**config.mk**
```make
export PLATFORM = sky130hd
export DESIGN_NAME = cache_mem_arbiter_flat
export DESIGN_NICKNAME = d
export VERILOG_FILES = /design/src/rtl/cache_mem_arbiter_if.sv /design/src/rtl/cache_mem_arbiter.sv /design/src/flat_wrapper.sv
export SDC_FILE = /design/constraint.sdc
export NUM_CORES = 1
export LEC_CHECK = 0
export BUFFER_PORTS_ARGS = -buffer_cell sky130_fd_sc_hd__buf_2
export CAP_MARGIN = 10
export CORE_AREA = 5 5 284 286
export DETAILED_ROUTE_END_ITERATION = 6
export DIE_AREA = 0 0 289 291
export HOLD_SLACK_MARGIN = 0.1
export PLACE_DENSITY = 0.35
export SLEW_MARGIN = 20
export SYNTH_ARGS = -nofsm -noshare
export SYNTH_HDL_FRONTEND = slang
export SYNTH_SLANG_ARGS = --single-unit
```
**constraint.sdc**
```tcl
create_clock -name clk -period 2.5 [get_ports clk]
set_clock_uncertainty 0.05 [all_clocks]
set_input_delay 0.375 -clock clk [delete_from_list [all_inputs] [get_ports clk]]
set_output_delay 0.375 -clock clk [all_outputs]
set_load 0.01 [all_outputs]
```
**src/rtl/cache_mem_arbiter_if.sv**
```systemverilog
// Line-port bundle between the two L1 caches, the arbiter and physical memory.
// The slave modport is the arbiter; the master modport is the cache/memory side.
interface cache_mem_arbiter_if #(
   parameter int unsigned ADDR_W = 16,
   parameter int unsigned LINE_W = 128,
   parameter int unsigned CNT_W  = 16
) ();

   // icache side
   logic              i_read;
   logic [ADDR_W-1:0] i_addr;
   logic [LINE_W-1:0] i_rdata;
   logic              i_resp;

   // dcache side
   logic              d_read;
   logic              d_write;
   logic [ADDR_W-1:0] d_addr;
   logic [LINE_W-1:0] d_wdata;
   logic [LINE_W-1:0] d_rdata;
   logic              d_resp;

   // memory side
   logic              m_read;
   logic              m_write;
   logic [ADDR_W-1:0] m_addr;
   logic [LINE_W-1:0] m_wdata;
   logic [LINE_W-1:0] m_rdata;
   logic              m_resp;

   // monitoring
   logic [CNT_W-1:0]  i_grant_cnt;
   logic [CNT_W-1:0]  d_grant_cnt;
   logic              proto_err;

   modport slave (
      input  i_read, i_addr, d_read, d_write, d_addr, d_wdata, m_rdata, m_resp,
      output i_rdata, i_resp, d_rdata, d_resp, m_read, m_write, m_addr, m_wdata,
      output i_grant_cnt, d_grant_cnt, proto_err
   );

   modport master (
      output i_read, i_addr, d_read, d_write, d_addr, d_wdata, m_rdata, m_resp,
      input  i_rdata, i_resp, d_rdata, d_resp, m_read, m_write, m_addr, m_wdata,
      input  i_grant_cnt, d_grant_cnt, proto_err
   );

endinterface

```
**src/rtl/cache_mem_arbiter.sv**
```systemverilog
// Shares the single memory line port between icache and dcache, one transaction at a time.
// Ties go to the dcache (with an anti-starvation escape for the icache) or round-robin.
module cache_mem_arbiter #(
   parameter int unsigned ADDR_W       = 16,
   parameter int unsigned LINE_W       = 128,
   parameter bit          FIXED_DPRIO  = 1'b1,
   parameter int unsigned STARVE_LIMIT = 4,
   parameter int unsigned CNT_W        = 16
) (
   input  logic                clk,
   input  logic                rst_n,
   cache_mem_arbiter_if.slave  bus
);

   localparam int unsigned SW = (STARVE_LIMIT > 0) ? $clog2(STARVE_LIMIT + 1) : 1;
   localparam logic [SW-1:0] STARVE_MAX = SW'(STARVE_LIMIT);

   typedef enum logic [1:0] {StIdle, StServeI, StServeD} state_e;

   state_e            state_q, state_d;
   logic              m_read_q, m_read_d;
   logic              m_write_q, m_write_d;
   logic [ADDR_W-1:0] m_addr_q, m_addr_d;
   logic [LINE_W-1:0] m_wdata_q, m_wdata_d;
   logic [SW-1:0]     starve_q, starve_d;
   logic              last_d_q, last_d_d;   // 1: last grant went to the dcache
   logic              proto_err_q, proto_err_d;
   logic [CNT_W-1:0]  i_cnt_q, i_cnt_d;
   logic [CNT_W-1:0]  d_cnt_q, d_cnt_d;
   logic              req_i, req_d, pick_d;
   logic              i_resp, d_resp;

   // State and latched transaction registers; reset abandons any in-flight transaction.
   always_ff @(posedge clk or negedge rst_n) begin
      if (!rst_n) begin
         state_q     <= StIdle;
         m_read_q    <= 1'b0;
         m_write_q   <= 1'b0;
         m_addr_q    <= '0;
         m_wdata_q   <= '0;
         starve_q    <= '0;
         last_d_q    <= 1'b0;
         proto_err_q <= 1'b0;
         i_cnt_q     <= '0;
         d_cnt_q     <= '0;
      end else begin
         state_q     <= state_d;
         m_read_q    <= m_read_d;
         m_write_q   <= m_write_d;
         m_addr_q    <= m_addr_d;
         m_wdata_q   <= m_wdata_d;
         starve_q    <= starve_d;
         last_d_q    <= last_d_d;
         proto_err_q <= proto_err_d;
         i_cnt_q     <= i_cnt_d;
         d_cnt_q     <= d_cnt_d;
      end
   end

   // Arbitration in IDLE, completion handling while serving.
   always_comb begin
      state_d     = state_q;
      m_read_d    = m_read_q;
      m_write_d   = m_write_q;
      m_addr_d    = m_addr_q;
      m_wdata_d   = m_wdata_q;
      starve_d    = starve_q;
      last_d_d    = last_d_q;
      proto_err_d = proto_err_q;
      i_cnt_d     = i_cnt_q;
      d_cnt_d     = d_cnt_q;
      i_resp      = 1'b0;
      d_resp      = 1'b0;
      req_i       = bus.i_read;
      req_d       = bus.d_read | bus.d_write;
      pick_d      = 1'b0;

      unique case (state_q)
         StIdle: begin
            if (req_i && req_d) begin
               pick_d = FIXED_DPRIO ? (starve_q != STARVE_MAX) : !last_d_q;
            end else begin
               pick_d = req_d;
            end
            if (req_d && pick_d) begin
               state_d   = StServeD;
               m_addr_d  = bus.d_addr;
               m_wdata_d = bus.d_wdata;
               // A simultaneous read and write is resolved as a write-back.
               m_write_d = bus.d_write;
               m_read_d  = !bus.d_write;
               last_d_d  = 1'b1;
               if (bus.d_read && bus.d_write) begin
                  proto_err_d = 1'b1;
               end
               if (req_i && (starve_q != STARVE_MAX)) begin
                  starve_d = starve_q + SW'(1);
               end
            end else if (req_i) begin
               state_d   = StServeI;
               m_addr_d  = bus.i_addr;
               m_read_d  = 1'b1;
               m_write_d = 1'b0;
               last_d_d  = 1'b0;
               starve_d  = '0;
            end
         end
         StServeI: begin
            if (bus.m_resp) begin
               i_resp    = 1'b1;
               state_d   = StIdle;
               m_read_d  = 1'b0;
               m_write_d = 1'b0;
               if (i_cnt_q != '1) begin
                  i_cnt_d = i_cnt_q + CNT_W'(1);
               end
            end
         end
         StServeD: begin
            if (bus.m_resp) begin
               d_resp    = 1'b1;
               state_d   = StIdle;
               m_read_d  = 1'b0;
               m_write_d = 1'b0;
               if (d_cnt_q != '1) begin
                  d_cnt_d = d_cnt_q + CNT_W'(1);
               end
            end
         end
         default: state_d = StIdle;
      endcase
   end

   assign bus.m_read      = m_read_q;
   assign bus.m_write     = m_write_q;
   assign bus.m_addr      = m_addr_q;
   assign bus.m_wdata     = m_wdata_q;
   assign bus.i_resp      = i_resp;
   assign bus.d_resp      = d_resp;
   assign bus.i_rdata     = bus.m_rdata;
   assign bus.d_rdata     = bus.m_rdata;
   assign bus.i_grant_cnt = i_cnt_q;
   assign bus.d_grant_cnt = d_cnt_q;
   assign bus.proto_err   = proto_err_q;

endmodule

```
**src/flat_wrapper.sv**
```systemverilog
// flat-port wrapper written by rule: the top's interface ports become plain ports
module cache_mem_arbiter_flat 
#(
   parameter int unsigned ADDR_W       = 16,
   parameter int unsigned LINE_W       = 128,
   parameter bit          FIXED_DPRIO  = 1'b1,
   parameter int unsigned STARVE_LIMIT = 4,
   parameter int unsigned CNT_W        = 16
)
  (clk, rst_n, bus_i_read, bus_i_addr, bus_d_read, bus_d_write, bus_d_addr, bus_d_wdata, bus_m_rdata, bus_m_resp, bus_i_rdata, bus_i_resp, bus_d_rdata, bus_d_resp, bus_m_read, bus_m_write, bus_m_addr, bus_m_wdata, bus_i_grant_cnt, bus_d_grant_cnt, bus_proto_err);
  cache_mem_arbiter_if #(.ADDR_W(ADDR_W), .LINE_W(LINE_W), .CNT_W(CNT_W)) bus_i ();
  input  logic clk;
  input  logic rst_n;
  input wire logic [$bits(bus_i.i_read)-1:0] bus_i_read;
  input wire logic [$bits(bus_i.i_addr)-1:0] bus_i_addr;
  input wire logic [$bits(bus_i.d_read)-1:0] bus_d_read;
  input wire logic [$bits(bus_i.d_write)-1:0] bus_d_write;
  input wire logic [$bits(bus_i.d_addr)-1:0] bus_d_addr;
  input wire logic [$bits(bus_i.d_wdata)-1:0] bus_d_wdata;
  input wire logic [$bits(bus_i.m_rdata)-1:0] bus_m_rdata;
  input wire logic [$bits(bus_i.m_resp)-1:0] bus_m_resp;
  output wire logic [$bits(bus_i.i_rdata)-1:0] bus_i_rdata;
  output wire logic [$bits(bus_i.i_resp)-1:0] bus_i_resp;
  output wire logic [$bits(bus_i.d_rdata)-1:0] bus_d_rdata;
  output wire logic [$bits(bus_i.d_resp)-1:0] bus_d_resp;
  output wire logic [$bits(bus_i.m_read)-1:0] bus_m_read;
  output wire logic [$bits(bus_i.m_write)-1:0] bus_m_write;
  output wire logic [$bits(bus_i.m_addr)-1:0] bus_m_addr;
  output wire logic [$bits(bus_i.m_wdata)-1:0] bus_m_wdata;
  output wire logic [$bits(bus_i.i_grant_cnt)-1:0] bus_i_grant_cnt;
  output wire logic [$bits(bus_i.d_grant_cnt)-1:0] bus_d_grant_cnt;
  output wire logic [$bits(bus_i.proto_err)-1:0] bus_proto_err;
  assign bus_i.i_read = bus_i_read;
  assign bus_i.i_addr = bus_i_addr;
  assign bus_i.d_read = bus_d_read;
  assign bus_i.d_write = bus_d_write;
  assign bus_i.d_addr = bus_d_addr;
  assign bus_i.d_wdata = bus_d_wdata;
  assign bus_i.m_rdata = bus_m_rdata;
  assign bus_i.m_resp = bus_m_resp;
  assign bus_i_rdata = bus_i.i_rdata;
  assign bus_i_resp = bus_i.i_resp;
  assign bus_d_rdata = bus_i.d_rdata;
  assign bus_d_resp = bus_i.d_resp;
  assign bus_m_read = bus_i.m_read;
  assign bus_m_write = bus_i.m_write;
  assign bus_m_addr = bus_i.m_addr;
  assign bus_m_wdata = bus_i.m_wdata;
  assign bus_i_grant_cnt = bus_i.i_grant_cnt;
  assign bus_d_grant_cnt = bus_i.d_grant_cnt;
  assign bus_proto_err = bus_i.proto_err;
  cache_mem_arbiter #(.ADDR_W(ADDR_W), .LINE_W(LINE_W), .FIXED_DPRIO(FIXED_DPRIO), .STARVE_LIMIT(STARVE_LIMIT), .CNT_W(CNT_W)) u_core (.clk(clk), .rst_n(rst_n), .bus(bus_i));
endmodule
```
======== Word level (Yosys, flattened, before mapping) ========
Cells that the tools add are included.
storage, ports and cells
  output and inout bits ................... 437
  register bits after elaboration ......... 184
  bits of input ports ..................... 294
cells by class
  mux-type cells .......................... 21
  add/sub/neg operators ................... 3
  equality and inequality tests ........... 8
  reduce and logical (&&, ||, !) cells .... 17
  bitwise gates (word level) .............. 1
operators with widths
  cell                                                   count
  adder 16 x 1 -> 16 bit, second input constant          2
  2-to-1 mux 16 bit                                      2
  inequality test 16 bit, second input constant          2
  AND reduction 3 bit                                    5
  2-to-1 mux 1 bit                                       10
  2-to-1 mux 3 bit                                       3
  2-to-1 mux 2 bit                                       3
  AND reduction 2 bit                                    3
  logical AND 1 bit                                      4
  case mux 1 bit (2 select lines)                        2
  case mux 2 bit (2 select lines)                        1
  nonzero test 2 bit                                     2
  adder 3 x 1 -> 3 bit, second input constant            1
  inequality test 3 x 2 -> 1 bit, second input constant  1
  inequality test 3 bit, second input constant           1
  == test 2 x 1 -> 1 bit, second input constant          1
  == test 2 bit, second input constant                   1
  zero test 2 bit                                        1
  inequality test 2 x 1 -> 1 bit, second input constant  1
  inequality test 2 bit, second input constant           1
  OR reduction 2 bit                                     1
  zero test 1 bit                                        1
  OR 1 bit                                               1

======== Logic depth before layout (Yosys ltp) ========
Gate-level depths: netlist of run 1.
  word-level depth ........................ 7
  mapped depth ............................ 8
  depth with buffers taken out ............ 6

======== Worst setup path before layout of run 1 ========
Ideal clock, no wire load.
  path kind ............................... reg-to-reg
  start point ............................. register u_core.d_cnt_q[0], in the netlist u_core.bus.d_grant_cnt[0]
  end point ............................... register u_core.d_cnt_q[1], in the netlist u_core.bus.d_grant_cnt[1]
  data arrival time ....................... 1.654 ns
  cell stages (with the launch flop) ...... 5
  path slack .............................. 0.671 ns
  required time ........................... 2.325 ns
  buffers on the path ..................... 0
  cells stage by stage .................... dfrtp_1 ha_1 and4_1 a41oi_2 mux2_2
between the ends
  cells in the longest elaborated chain, start to end .. 2
RTL lines
  item                                                                            RTL line                 source
  start, declared                                                                 cache_mem_arbiter.sv:29  logic [CNT_W-1:0] d_cnt_q, d_cnt_d;
  start signal, assigned                                                          cache_mem_arbiter.sv:56  d_cnt_q <= d_cnt_d;
  parallel branches: the longest is 2 deep, another holds adder 16 x 1 -> 16 bit  n/a
Parallel ways; which one is timed is not known.
A chain may end at the register's enable or synchronous reset.

======== Final worst setup path of run 1 ========
  start point ............................. register u_core.starve_q[0]
  end point ............................... register u_core.m_addr_q[11], in the netlist u_core.bus.m_addr[11]
between the ends
  cells in the longest elaborated chain, start to end .. 6
RTL lines
  item                                  RTL line                 source
  start, declared                       cache_mem_arbiter.sv:25  logic [SW-1:0] starve_q, starve_d;
  start signal, assigned                cache_mem_arbiter.sv:52  starve_q <= starve_d;
  inequality test 3 bit *               cache_mem_arbiter.sv:81  pick_d = FIXED_DPRIO ? (starve_q != STARVE_MAX) : !last_d_q;
  2-to-1 mux 1 bit *                    cache_mem_arbiter.sv:80  if (req_i && req_d) begin
  2-to-1 mux 1 bit *                    cache_mem_arbiter.sv:78  unique case (state_q)
  logical AND 1 bit *                   cache_mem_arbiter.sv:85  if (req_d && pick_d) begin
  nonzero test 2 bit (no source line)   n/a
  AND reduction 2 bit (no source line)  n/a
  end signal, assigned                  cache_mem_arbiter.sv:50  m_addr_q <= m_addr_d;
  end, declared                         cache_mem_arbiter.sv:23  logic [ADDR_W-1:0] m_addr_q, m_addr_d;
Mark *: on every way between the ends. The rest lies on a longest branch, timed or not. The select of a mux whose other input is x is not followed.

==> impl_summary.md, run 1 <==
Floorplan
The number of primary I/O pins is 731. The floorplan has 103 rows. The core area is 78,100 um2. The initial core utilization is 0.121.

The die width is 289 um. The floorplan step defined a die boundary enclosing 84,100 um2. In this run the vertical extent of the chip is 291 um.

GRT
The total routing usage reported by global routing is 0.0663. The initial antenna violation count is 0. The via count of the first global-routing pass is 6,910. The global routing's busiest layer is met2. For this run, global-route usage on met2 was measured as 0.105.

In the global route stage, met3 resource usage came out at 0.0363. Global routing finished with a remaining overflow of 0. For this run, global-route usage on met1 was measured as 0.0679.

The largest net degree at the start of global routing is 55. The global-route wire length before repair is 41,900 um.

Timing
Setup repair after global routing left no endpoint under its margin. Setup violations remaining at the end of the flow were counted as 0. The number of max-slew violations in the final report is 0. After routing, the total negative slack on setup checks comes to 0 ns.

The maximum clock frequency is 448 MHz. The slew at the pin closest to its max-slew limit is 0.546 ns. The routed design could run at a clock period as short as 2.23 ns. The post-layout worst setup margin is 0.269 ns. Of the available clock period, the critical path in the final layout requires 0.892. In this run the tightest slew margin relative to its limit is 0.636. The number of hold violations in the final report is 0.

Synthesis
By area the synthesized netlist is led by dfrtp_1, buf_4, mux2_2. The synthesized netlist contains 44 unique library cells. The most used flip-flop cell after synthesis is dfrtp_1. The post-synthesis sequential area ratio is 0.487. The number of synthesis warnings is 0.

The cell area that synthesis handed to floorplanning was 9460 um2. The fraction of registers with async set/reset is 1.00. In this run the mean area of a mapped cell was 12.0 um2. The number of synthesized flops with an enable pin is 0.

The share of the synthesized area in the top cell type is 0.487. The instance count of the mapped netlist is 786. dfrtp_1 takes more of the synthesized area than any other cell. Synthesis inferred 184 register bits. The net count after synthesis is 1,088.

Worst setup path
In this run the worst path has a maximum fanout of 16. The critical path starts at u_core.starve_q[0]. STA puts the critical path data required time at 2.79 ns.

STA classifies the critical path endpoint as a flip-flop. In this run the critical register-to-register path is launched from u_core.starve_q[0]. The kind of critical path is reg -> reg. The length in cells of the worst reg-to-reg path is 8. The endpoint identified for the worst register-to-register timing path is u_core.bus.m_addr[11]. The worst setup path endpoint is u_core.bus.m_addr[11]. The type of element launching the critical path is a flip-flop. For flop-to-flop paths, the worst setup slack is 0.27 ns.

The worst endpoint data arrival time is 2.53 ns.

Power and ir drop
The leakage power of the design is 5.81 nW. Of the total power, combinational logic draws 0.399. Of the total power, the clock network draws 0.240. The internal power component is 9.16 mW. The part of the total power dissipated in sequential elements is 0.361. Of the total power, the share spent switching nets is 0.340. Dividing total power by cell area gives a power density of 1070 nW/um2. The total power is 13.9 mW. VDD sags by at most 0.402 mV.

The switching power is 4.71 mW.

Clock tree
The number of clock sinks is 184. The tree is rooted in a clkbuf_16. In this run the post-CTS setup repair buffer count came out at 0. Clock-pin slew was measured on the worst setup and hold paths at 0.07 ns. Counting along the longest clock path gives a buffer depth of 2. The insertion delay to the later sink of the worst-skew pair is 0.47 ns. The number of CTS-inserted buffers is 17. The TritonCTS clock tree is built. In this run the number of H-tree levels came out at 4.

Detailed routing
The total wire length after detailed routing is 28,400 um. For this run, design rule violations remaining after detail routing come to 0. The DRC marker count from the first detailed-route iteration is 142. The first TritonRoute pass finished after 4 iterations. The overall via count from detail_route is 6,351. In the final routed layout, each cell accounts on average for 13.4 um. The count of nets left with antenna violations once routing finished came out at 0. Using the TritonRoute via totals, the vias-per-cell ratio works out to 3.00.

Final layout
The fraction of final layout cells sized beyond drive strength 1 is 0.513. The count of filler cells inserted in the layout is 8,695. Leaving out fill and tap cells, the most frequent cell in the layout is buf_2. Leaving out fill and tap cells, the most frequent cells in the layout are buf_2, dfrtp_1, dlygate4sd3_1.

The count of inserted antenna diode cells is 0. The post-route cell area is 12,900 um2. The layout overhead on the synthesized area is 36.9%. The final net count is 1,356.

Hold path
The min-delay analysis places its worst path in the category in -> reg.

Place
OpenSTA, run right after detailed placement, puts the worst setup slack at 0.225 ns. After legalization and detailed placement, the total HPWL measured 21,100 um. The routability congestion estimate is 0.676. Buffers placed on the I/O ports in this run total 346. Once placement finished, the instance area stood at 10,700 um2.

Flow run
The tool flagged a number of max-cap violations equal to 0.

Run status
The run finished with clean final reports.
[power by group through the flow]
stage | sequential, mW | clock [mW] | combinational [mW]
detailed placement | 5.06 | 0 | 5.50
CTS | 5.02 | 3.57 | 5.71
floorplan | 5.62 | 0 | 2.86
global route | 5.19 | 3.64 | 6.07
global placement | 5.06 | 0 | 5.47
finish | 5.00 | 3.33 | 5.53
[critical path: stages, from the launching register on]
cell and delay [ns]:
dfrtp_1 0.40, inv_1 0.07, ha_1 0.15, nand3_2 0.12, o21ai_2 0.12, buf_4 0.32
mux2i_1 0.23, dlygate4sd3_1 0.56, o21ai_0 0.07
[cell usage after synthesis (2+ instances only)]
cell type / number
nor4_1: 5
and4_1: 3
ha_1: 8
mux2i_1: 16
inv_1: 7
nor2_1: 6
nor2b_1: 2
and2_1: 2
buf_2: 3
dfrtp_1: 184
and3_1: 2
clkbuf_1: 3
nor4_2: 2
nand2_1: 35
nand3_1: 14
nand4_1: 13
buf_4: 269
nand2b_1: 2
xor2_1: 12
xnor2_1: 16
o21ai_0: 21
nor3_1: 7
a21oi_1: 3
mux2_2: 131
[logic make-up after synthesis]
logic type / synth area share
buffers and inverters: 0.219
DFF: 0.487
muxes: 0.174
and+or+nand+nor: 0.0626
AOI/OAI and AO/OA: 0.0206
xor gates and xnor gates: 0.0259
adders and majority gates: 0.0106
[area by class of cell]
| cell class | count | area, um2 | area share |
|---|---|---|---|
| clock inverters | 13 | 262 | 0.0202 |
| inverters | 7 | 26.3 | 0.00203 |
| well taps | 1050 | 1310 | 0.102 |
| multi-input cells | 320 | 2790 | 0.216 |
| flip-flops and latches | 184 | 4600 | 0.356 |
| clock buffers | 18 | 439 | 0.0339 |
| repair buffers | 524 | 3510 | 0.271 |
[timing repair]
item | CTS | global route
hold buffers | 152 | 0
resized for setup | 0 | 0
hold endpoints to repair | 187 | 0
[metrics by stage]
stage	util	hold slack, ns	cells
3_3_place_gp	0.137	0.380	1933
4_1_cts	0.166	0.100	2116
5_1_grt	0.166	0.131	2116
2_1_floorplan	-	0.0294	786
6_report	0.166	0.158	2116
3_5_place_dp	0.137	0.378	1933
[layer usage]
| metal | part of all wire | routed length [um] | vias up |
|---|---|---|---|
| met5 | 0 | 0 | - |
| met4 | 0.052 | 1470 | 0 |
| met3 | 0.12 | 3400 | 93 |
| met2 | 0.46 | 13200 | 343 |
| met1 | 0.37 | 10400 | 2980 |
| li1 | - | - | 2935 |
[registers in the layout, indices dropped and copies added, names as in the netlist]
name / cells
u_core.bus.m_write: 1
u_core.bus.i_grant_cnt: 16
u_core.starve_q: 3
u_core.bus.d_grant_cnt: 16
u_core.bus.proto_err: 1
u_core.state_q: 2
u_core.bus.m_addr: 16
u_core.bus.m_read: 1
u_core.bus.m_wdata: 128
[worst min path at each step]
stage / to / slack (ns) / from / cells past startpoint
after floorplan: u_core.bus.d_grant_cnt[0] / 0.03 / rst_n / 0
after global placement: u_core.bus.m_wdata[81] / 0.38 / rst_n / 1
after detailed placement: u_core.bus.m_wdata[77] / 0.38 / rst_n / 1
after CTS: u_core.bus.m_addr[7] / 0.10 / bus_d_addr[7] / 3
after global routing: u_core.bus.m_addr[5] / 0.13 / bus_i_addr[5] / 3
final: u_core.bus.m_addr[7] / 0.16 / bus_d_addr[7] / 3
(Power assumes the default switching activity.)
==> run 2, diff against run 1 <==
--- a/config.mk
+++ b/config.mk
@@ -7,11 +7,13 @@
 export LEC_CHECK = 0
 export BUFFER_PORTS_ARGS = -buffer_cell sky130_fd_sc_hd__buf_2
 export CAP_MARGIN = 10
-export CORE_AREA = 5 5 284 286
+export CELL_PAD_IN_SITES_DETAIL_PLACEMENT = 1
+export CELL_PAD_IN_SITES_GLOBAL_PLACEMENT = 2
+export CORE_AREA = 5 5 285 287
 export DETAILED_ROUTE_END_ITERATION = 6
-export DIE_AREA = 0 0 289 291
+export DIE_AREA = 0 0 290 292
 export HOLD_SLACK_MARGIN = 0.1
-export PLACE_DENSITY = 0.35
+export PLACE_DENSITY = 0.51
 export SLEW_MARGIN = 20
 export SYNTH_ARGS = -nofsm -noshare
 export SYNTH_HDL_FRONTEND = slang
==> run 2 against run 1 <==
  * Register-to-register slack improved by 0.03 ns
  * Final area shrank 1.1%
  * Sequential cell count unchanged
  * Global-route usage up 0.46 points
  * Wire length up 6.5%
  * Power decreased by 3.2%
  * Largest cell class unchanged
  * Largest power group unchanged
==> impl_summary.md, run 2 (synthesis gave the netlist of run 1 again) <==
Clock tree
The total of cells resized after clock tree synthesis is 0. Clock-pin slew was measured on the worst setup and hold paths at 0.07 ns. TritonCTS created 17 clock buffers. The TritonCTS clock tree is built. The clock tree root buffer cell is clkbuf_16. For this design, the sink count on the clock tree is 184. The number of buffers on the longest clock path is 2.

The clock tree synthesis step divided the H-tree into 4 levels. The later pin in the worst-skew pair is clocked with a latency of 0.48 ns.

Worst setup path
The worst setup path is launched from a flip-flop. For the worst setup path, the data required time is 2.08 ns. Measured in cells, the most critical reg-to-reg path has a length of 8. The worst register-to-register path ends at u_core.bus.m_addr[1]. On the critical path, the stage with the largest delay is an instance of dfrtp_1. Among cell families on the critical path, the largest total delay comes from flip-flops. The largest fanout of any net on the critical path is 10. The critical path is of the reg -> out type.

Among the stages of the critical path, the cell type that occurs most often is inv_1. Counting both buffers and inverters, the worst setup path holds a total of 3. The largest single stage delay on the critical path is 0.43 ns. The critical path goes through inv_1 > ha_1 > nand2_1 > inv_1 > buf_2. The beginning of the worst register-to-register path is u_core.starve_q[0]. The worst-case register-to-register setup slack is 0.30 ns. STA classifies the critical path endpoint as an output pin. For the worst setup path, the data arrival time is 1.78 ns.

GRT
For this run, the total global-route usage over all layers was measured as 0.0709. The global-route wire length before repair is 45,800 um. The via count of the first global-routing pass is 7,292. Entering global routing, the biggest net connects 59 pins. The total grt overflow is 0. The initial antenna violation count is 2.

Final layout
Counting the fill cells in the layout gives 9,062. For this run, the share of the core covered by cells in the final layout is 0.163. The area of the multi-input gates is 2790 um2.

The register with the most flip-flops in the layout has 128 of them. At the end of the flow, the number of nets in the layout was 1,349. The number of cells in the finished layout apart from fillers is 2,110. The library cells used most frequently in the layout, excluding fill and tap cells, are buf_2, dfrtp_1, dlygate4sd3_1. The fraction of final layout cells sized beyond drive strength 1 is 0.510.

The count of inserted antenna diode cells is 0. In the final layout, flip-flops and latches occupy 4600 um2. Compared with the post-synthesis result, the final layout area differs by 35.3%. The most common cell after layout, fill and taps aside is buf_2.

Hold path
The path with the worst hold slack has its endpoint at u_core.bus.m_wdata[15]. The min-delay analysis places its worst path in the category in -> reg. The number of cells on the worst hold path is 2. The beginning of the worst hold path is bus_d_wdata[15].

Detailed routing
Once detail routing completed, the nets flagged for antenna violations numbered 0. The first detailed-routing pass took 4 iterations. The per-cell via count in the routed design is 3.06. The DRC marker count from the first detailed-route iteration is 120. The final routed wire length divided by cell count is 14.3 um. The remaining routing DRC violations is 0. The final route contains 6,447 vias. Summed over all layers, the routed wires come to 30,300 um.

Power and ir drop
Dividing total power by cell area gives a power density of 1050 nW/um2. The leakage power of the design is 5.73 nW. IR analysis of the VDD net gives a maximum drop of 0.402 mV.

Place
The number of cells after detailed placement is 1,926. The sum of net half-perimeters after detailed placement is 22,500 um. During placement, the flow inserted port buffers numbering 346. Routability-driven placement finished with a final weighted congestion of 0.695.

Run status
The flow ran to the end, and the final reports show no timing, DRC or antenna violations.

Flow run
Max-cap violations in this run came to 0.

Timing
The number of hold violations in the final report is 0. The relative slew slack is 0.590. Static timing analysis puts the maximum clock frequency at 453 MHz. For the final routed database, the setup TNS stands at 0 ns. The slew at the pin closest to its max-slew limit is 0.615 ns. Setup violations remaining at the end of the flow were counted as 0. The ratio of final minimum period to clock period is 0.883. Setup repair after global routing left no endpoint under its margin. The worst path needs 2.21 ns of the cycle, external delays included. The number of max-slew violations in the final report is 0.

Floorplan
In this run the horizontal extent of the chip is 290 um. The initial core utilization is 0.121. The die covers 84,700 um2.

The floorplan row count is 103. The die height is 292 um. The core area is 78,400 um2.

The number of primary I/O pins is 731.
[run 2: per-stage QoR]
stage                     setup slack [ns]  instance area, um2  hold slack [ns]  power [mW]
after floorplan                      0.671                9460           0.0294        8.48
after global placement               0.270               10700            0.394        10.4
after detailed placement             0.230               10700            0.395        10.6
after CTS                            0.157               12800            0.100        13.9
after global routing                0.0806               12800            0.101        14.4
final                                0.293               12800            0.141        13.4
[run 2: power by group]
| group | leakage [nW] | internal (mW) | total, mW | switching, mW |
|---|---|---|---|---|
| combinational | 3.22 | 2.80 | 5.47 | 2.68 |
| clock | 0.292 | 1.51 | 2.94 | 1.43 |
| sequential | 2.22 | 4.29 | 5.02 | 0.724 |
[run 2: worst reg2reg max path, cell delays in order, from the launching register on]
cell           delay [ns]
dfrtp_1              0.41
inv_1                0.07
ha_1                 0.16
nand3_2              0.12
o21ai_2              0.10
buf_4                0.32
mux2i_1              0.24
dlygate4sd3_1        0.56
o21ai_0              0.07
[run 2: what timing repair did]
action	in CTS	in global routing
hold endpoints to repair	192	0
setup buffers	0	0
hold buffers	152	0
[run 2: layout make-up]
cell class,instances,share of cell area
clock inverter,15,0.0141
clock buffer,17,0.0332
multi-input combinational,320,0.218
sequential,184,0.360
inverter,7,0.00205
timing repair buffer,517,0.270
tap,1050,0.103
[run 2: how the worst max path moves through the flow]
| stage | start | end | slack [ns] | depth (start not counted) |
|---|---|---|---|---|
| finish | u_core.state_q[1] | bus_i_resp | 0.29 | 5 |
| floorplan | u_core.bus.d_grant_cnt[0] | u_core.bus.d_grant_cnt[1] | 0.67 | 4 |
| CTS | u_core.state_q[1] | bus_i_resp | 0.16 | 5 |
| global route | u_core.state_q[1] | bus_i_resp | 0.08 | 5 |
| global placement | u_core.starve_q[0] | u_core.bus.m_wdata[57] | 0.27 | 7 |
| detailed placement | u_core.starve_q[0] | u_core.bus.m_wdata[57] | 0.23 | 7 |
[run 2: layer usage]
layer / vias up / GRT usage / wire [um]
met2: 362 / 0.113 / 14100
li1: 2915 / - / -
met5: - / 0.00388 / 56
met4: 4 / 0.0437 / 1530
met1: 3066 / 0.0710 / 11100
met3: 100 / 0.0418 / 3450
==> run 3, diff against run 2 <==
--- a/config.mk
+++ b/config.mk
@@ -14,6 +14,7 @@
 export DIE_AREA = 0 0 290 292
 export HOLD_SLACK_MARGIN = 0.1
 export PLACE_DENSITY = 0.51
+export REMOVE_ABC_BUFFERS = 1
 export SLEW_MARGIN = 20
 export SYNTH_ARGS = -nofsm -noshare
 export SYNTH_HDL_FRONTEND = slang
==> run 3 against run 2 <==
  * Utilization barely moved
  * First-iteration DRC count grew to 3.0 times the previous value
  * Maximum frequency decreased by 3.1%
  * Critical path depth is 3 higher
  * Sequential share of layout area about the same
  * Non-clock buffer count is 7 lower
  * Combinational power increased by 14%
  * Final area down 0.14%
  * Wire length grew to 2.9 times the previous value
  * Cell count unchanged
  * Worst setup slack worse by 0.071 ns
  * Critical endpoint is now u_core.bus.m_addr[1]
  * Largest power group unchanged
  * Highest routed layer unchanged
==> impl_summary.md, run 3 (synthesis gave the netlist of run 1 again) <==
Detailed routing
For this run, design rule violations remaining after detail routing come to 0. Dividing the detail-routed wire length by the instance count gives 41.0 um. The per-cell via count in the routed design is 3.58. The DRC marker count from the first detailed-route iteration is 355. The total wire length after detailed routing is 86,500 um. The number of detailed-routing iterations run before antenna repair is 4. The routed layout has 7,547 vias. The number of antenna-violating nets in the routed design is 0.

Clock tree
The TritonCTS clock tree is built. Buffers inserted during clock tree synthesis total 17. In this run the number of H-tree levels came out at 4. After clock tree synthesis, the clock-pin slew on the worst setup and hold paths is 0.07 ns.

The post-CTS setup buffer count is 0. The insertion delay to the later sink of the worst-skew pair is 0.49 ns. The clock passes through at most 2 buffers.

Clock tree synthesis selected as its root buffer the cell clkbuf_16. For this design, the sink count on the clock tree is 184.

Worst setup path
The type of element launching the critical path is a flip-flop. The worst setup path is captured at a flip-flop. The worst-case register-to-register setup slack is 0.22 ns. The number of buffers and inverters on the critical path is 3. The beginning of the critical path is u_core.starve_q[0]. The required time at the worst-slack endpoint is 2.80 ns. The startpoint identified for the worst register-to-register timing path is u_core.starve_q[0].

The length in cells of the worst reg-to-reg path is 8. The cell family contributing the most delay on the critical path is buffers and inverters. The worst endpoint data arrival time is 2.58 ns.

Along the worst path, the maximum fanout reaches 12. The setup path with the least slack is of type reg -> reg. The endpoint of the worst-slack reg-to-reg timing path is u_core.bus.m_addr[1]. Walking the worst path, the cells encountered are inv_1 > ha_1 > nand3_2 > o21ai_4 > buf_6 > mux2i_1 > dlygate4sd3_1 > o21ai_0. Among all stages on the critical path, the largest delay is contributed by dlygate4sd3_1. The count of cell instances traversed by the critical path is 8. The delay of the slowest cell on the worst path is 0.57 ns. The worst setup path endpoint is u_core.bus.m_addr[1].

Floorplan
For this configuration, the core starts out at a cell density of 0.121. The floorplan row count is 103. The floorplan step set the die height to 292 um.

The die width is 290 um. The area of the die is 84,700 um2. The core region is 78,400 um2. The number of primary I/O pins is 731.

Final layout
The layout overhead on the synthesized area is 35.1%. The count of filler cells inserted in the layout is 9,153. Once layout is complete, the cells apart from fillers number 2,110. The most common cell after layout, fill and taps aside is buf_2. The number of flip-flops in the largest register is 128. Measured on the finished design, the core utilization comes to 0.163.

The final net count is 1,342. Leaving out fill and tap cells, the most frequent cells in the layout are buf_2, dfrtp_1, dlygate4sd3_1. In the final layout, the share of cells above drive strength 1 is 0.506.

Timing
Setup repair after global routing left no endpoint under its margin. The number of hold violations in the final report was 0. The relative slew slack is 0.581. At the pin with the least slew margin, the transition time is 0.623 ns. The ratio of final minimum period to clock period is 0.911. The number of max-slew violations in the final report is 0. On the final layout, the worst hold slack is 0.151 ns.

The maximum clock frequency is 439 MHz. The final critical delay including setup and external delays is 2.28 ns. Setup violations remaining at the end of the flow were counted as 0.

Place
The number of cells after detailed placement is 1,919. The congestion estimate from routability-driven global placement came to 0.847. The wire-length estimate of the detail-placed layout is 74,500 um. The number of I/O port buffers is 346.

Power and ir drop
The completed layout was analyzed and its total power is 14.2 mW. For this design the ratio of total power to cell area is 1110 nW/um2. VDD sags by at most 0.450 mV.

Summed over all cells, the static leakage comes to 5.71 nW.

GRT
Entering global routing, the biggest net connects 48 pins. The global-route wire length before repair is 106,000 um. The total routing usage reported by global routing is 0.198.

Summed over all layers, the global routing overflow is 0. The initial antenna violation count is 18. The via count of the first global-routing pass came to 7,765.

Hold path
The class of the tightest hold or removal check is in -> reg. The number of cells on the worst hold path is 3.

Flow run
The number of maximum-capacitance constraint violations is 0.

Run status
The flow ran to the end, and the final reports show no timing, DRC or antenna violations.
run 3: cell type report:
class	instances	area [um2]	area share
diodes	7	17.5	0.00137
well taps	1050	1310	0.103
multi-input cells	320	2800	0.219
flip-flops and latches	184	4600	0.360
inverters	7	26.3	0.00206
repair buffers	510	3420	0.268
clock buffers	18	429	0.0336
clock inverters	14	170	0.0133
run 3: worst min path at each step:
| stage | startpoint | to | slack (ns) |
|---|---|---|---|
| after floorplan | rst_n | u_core.bus.d_grant_cnt[0] | 0.03 |
| after global placement | rst_n | u_core.bus.d_grant_cnt[1] | 0.34 |
| after detailed placement | rst_n | u_core.bus.d_grant_cnt[1] | 0.35 |
| after CTS | bus_i_addr[8] | u_core.bus.m_addr[8] | 0.10 |
| after global routing | bus_d_wdata[14] | u_core.bus.m_wdata[14] | 0.12 |
| final | bus_i_addr[10] | u_core.bus.m_addr[10] | 0.15 |
run 3: per-stage QoR:
step                      setup slack [ns]  area (um2)  setup TNS [ns]
after floorplan                      -1.67        7410         -216.83
after global placement               0.425       10600               0
after detailed placement             0.381       10600               0
after CTS                           0.0306       12700               0
after global routing                0.0475       12800               0
final                                0.222       12800               0
run 3: timing repair:
action                                  4_1_cts  5_1_grt
endpoints found under the hold margin       180        0
hold buffers                                152        0
endpoints found under the setup margin        0        5
gates resized for setup                       0        2
run 3: worst register-to-register path: stages, from the launching register on:
cell and delay [ns]:
dfrtp_1 0.41, inv_1 0.07, ha_1 0.15, nand3_2 0.13, o21ai_4 0.26, buf_6 0.24
mux2i_1 0.21, dlygate4sd3_1 0.57, o21ai_0 0.07
run 3: metal layers:
layer / up-vias / global-route usage / routed length (um)
met4: 28 / 0.0360 / 1870
met3: 98 / 0.225 / 19600
li1: 2914 / - / -
met5: - / 0.132 / 1570
met1: 3566 / 0.159 / 24600
met2: 941 / 0.314 / 38900
run 3: power by group:
part | internal (mW) | switching (mW)
Sequential | 4.29 | 0.721
Combinational | 2.77 | 3.45
Clock | 1.36 | 1.57
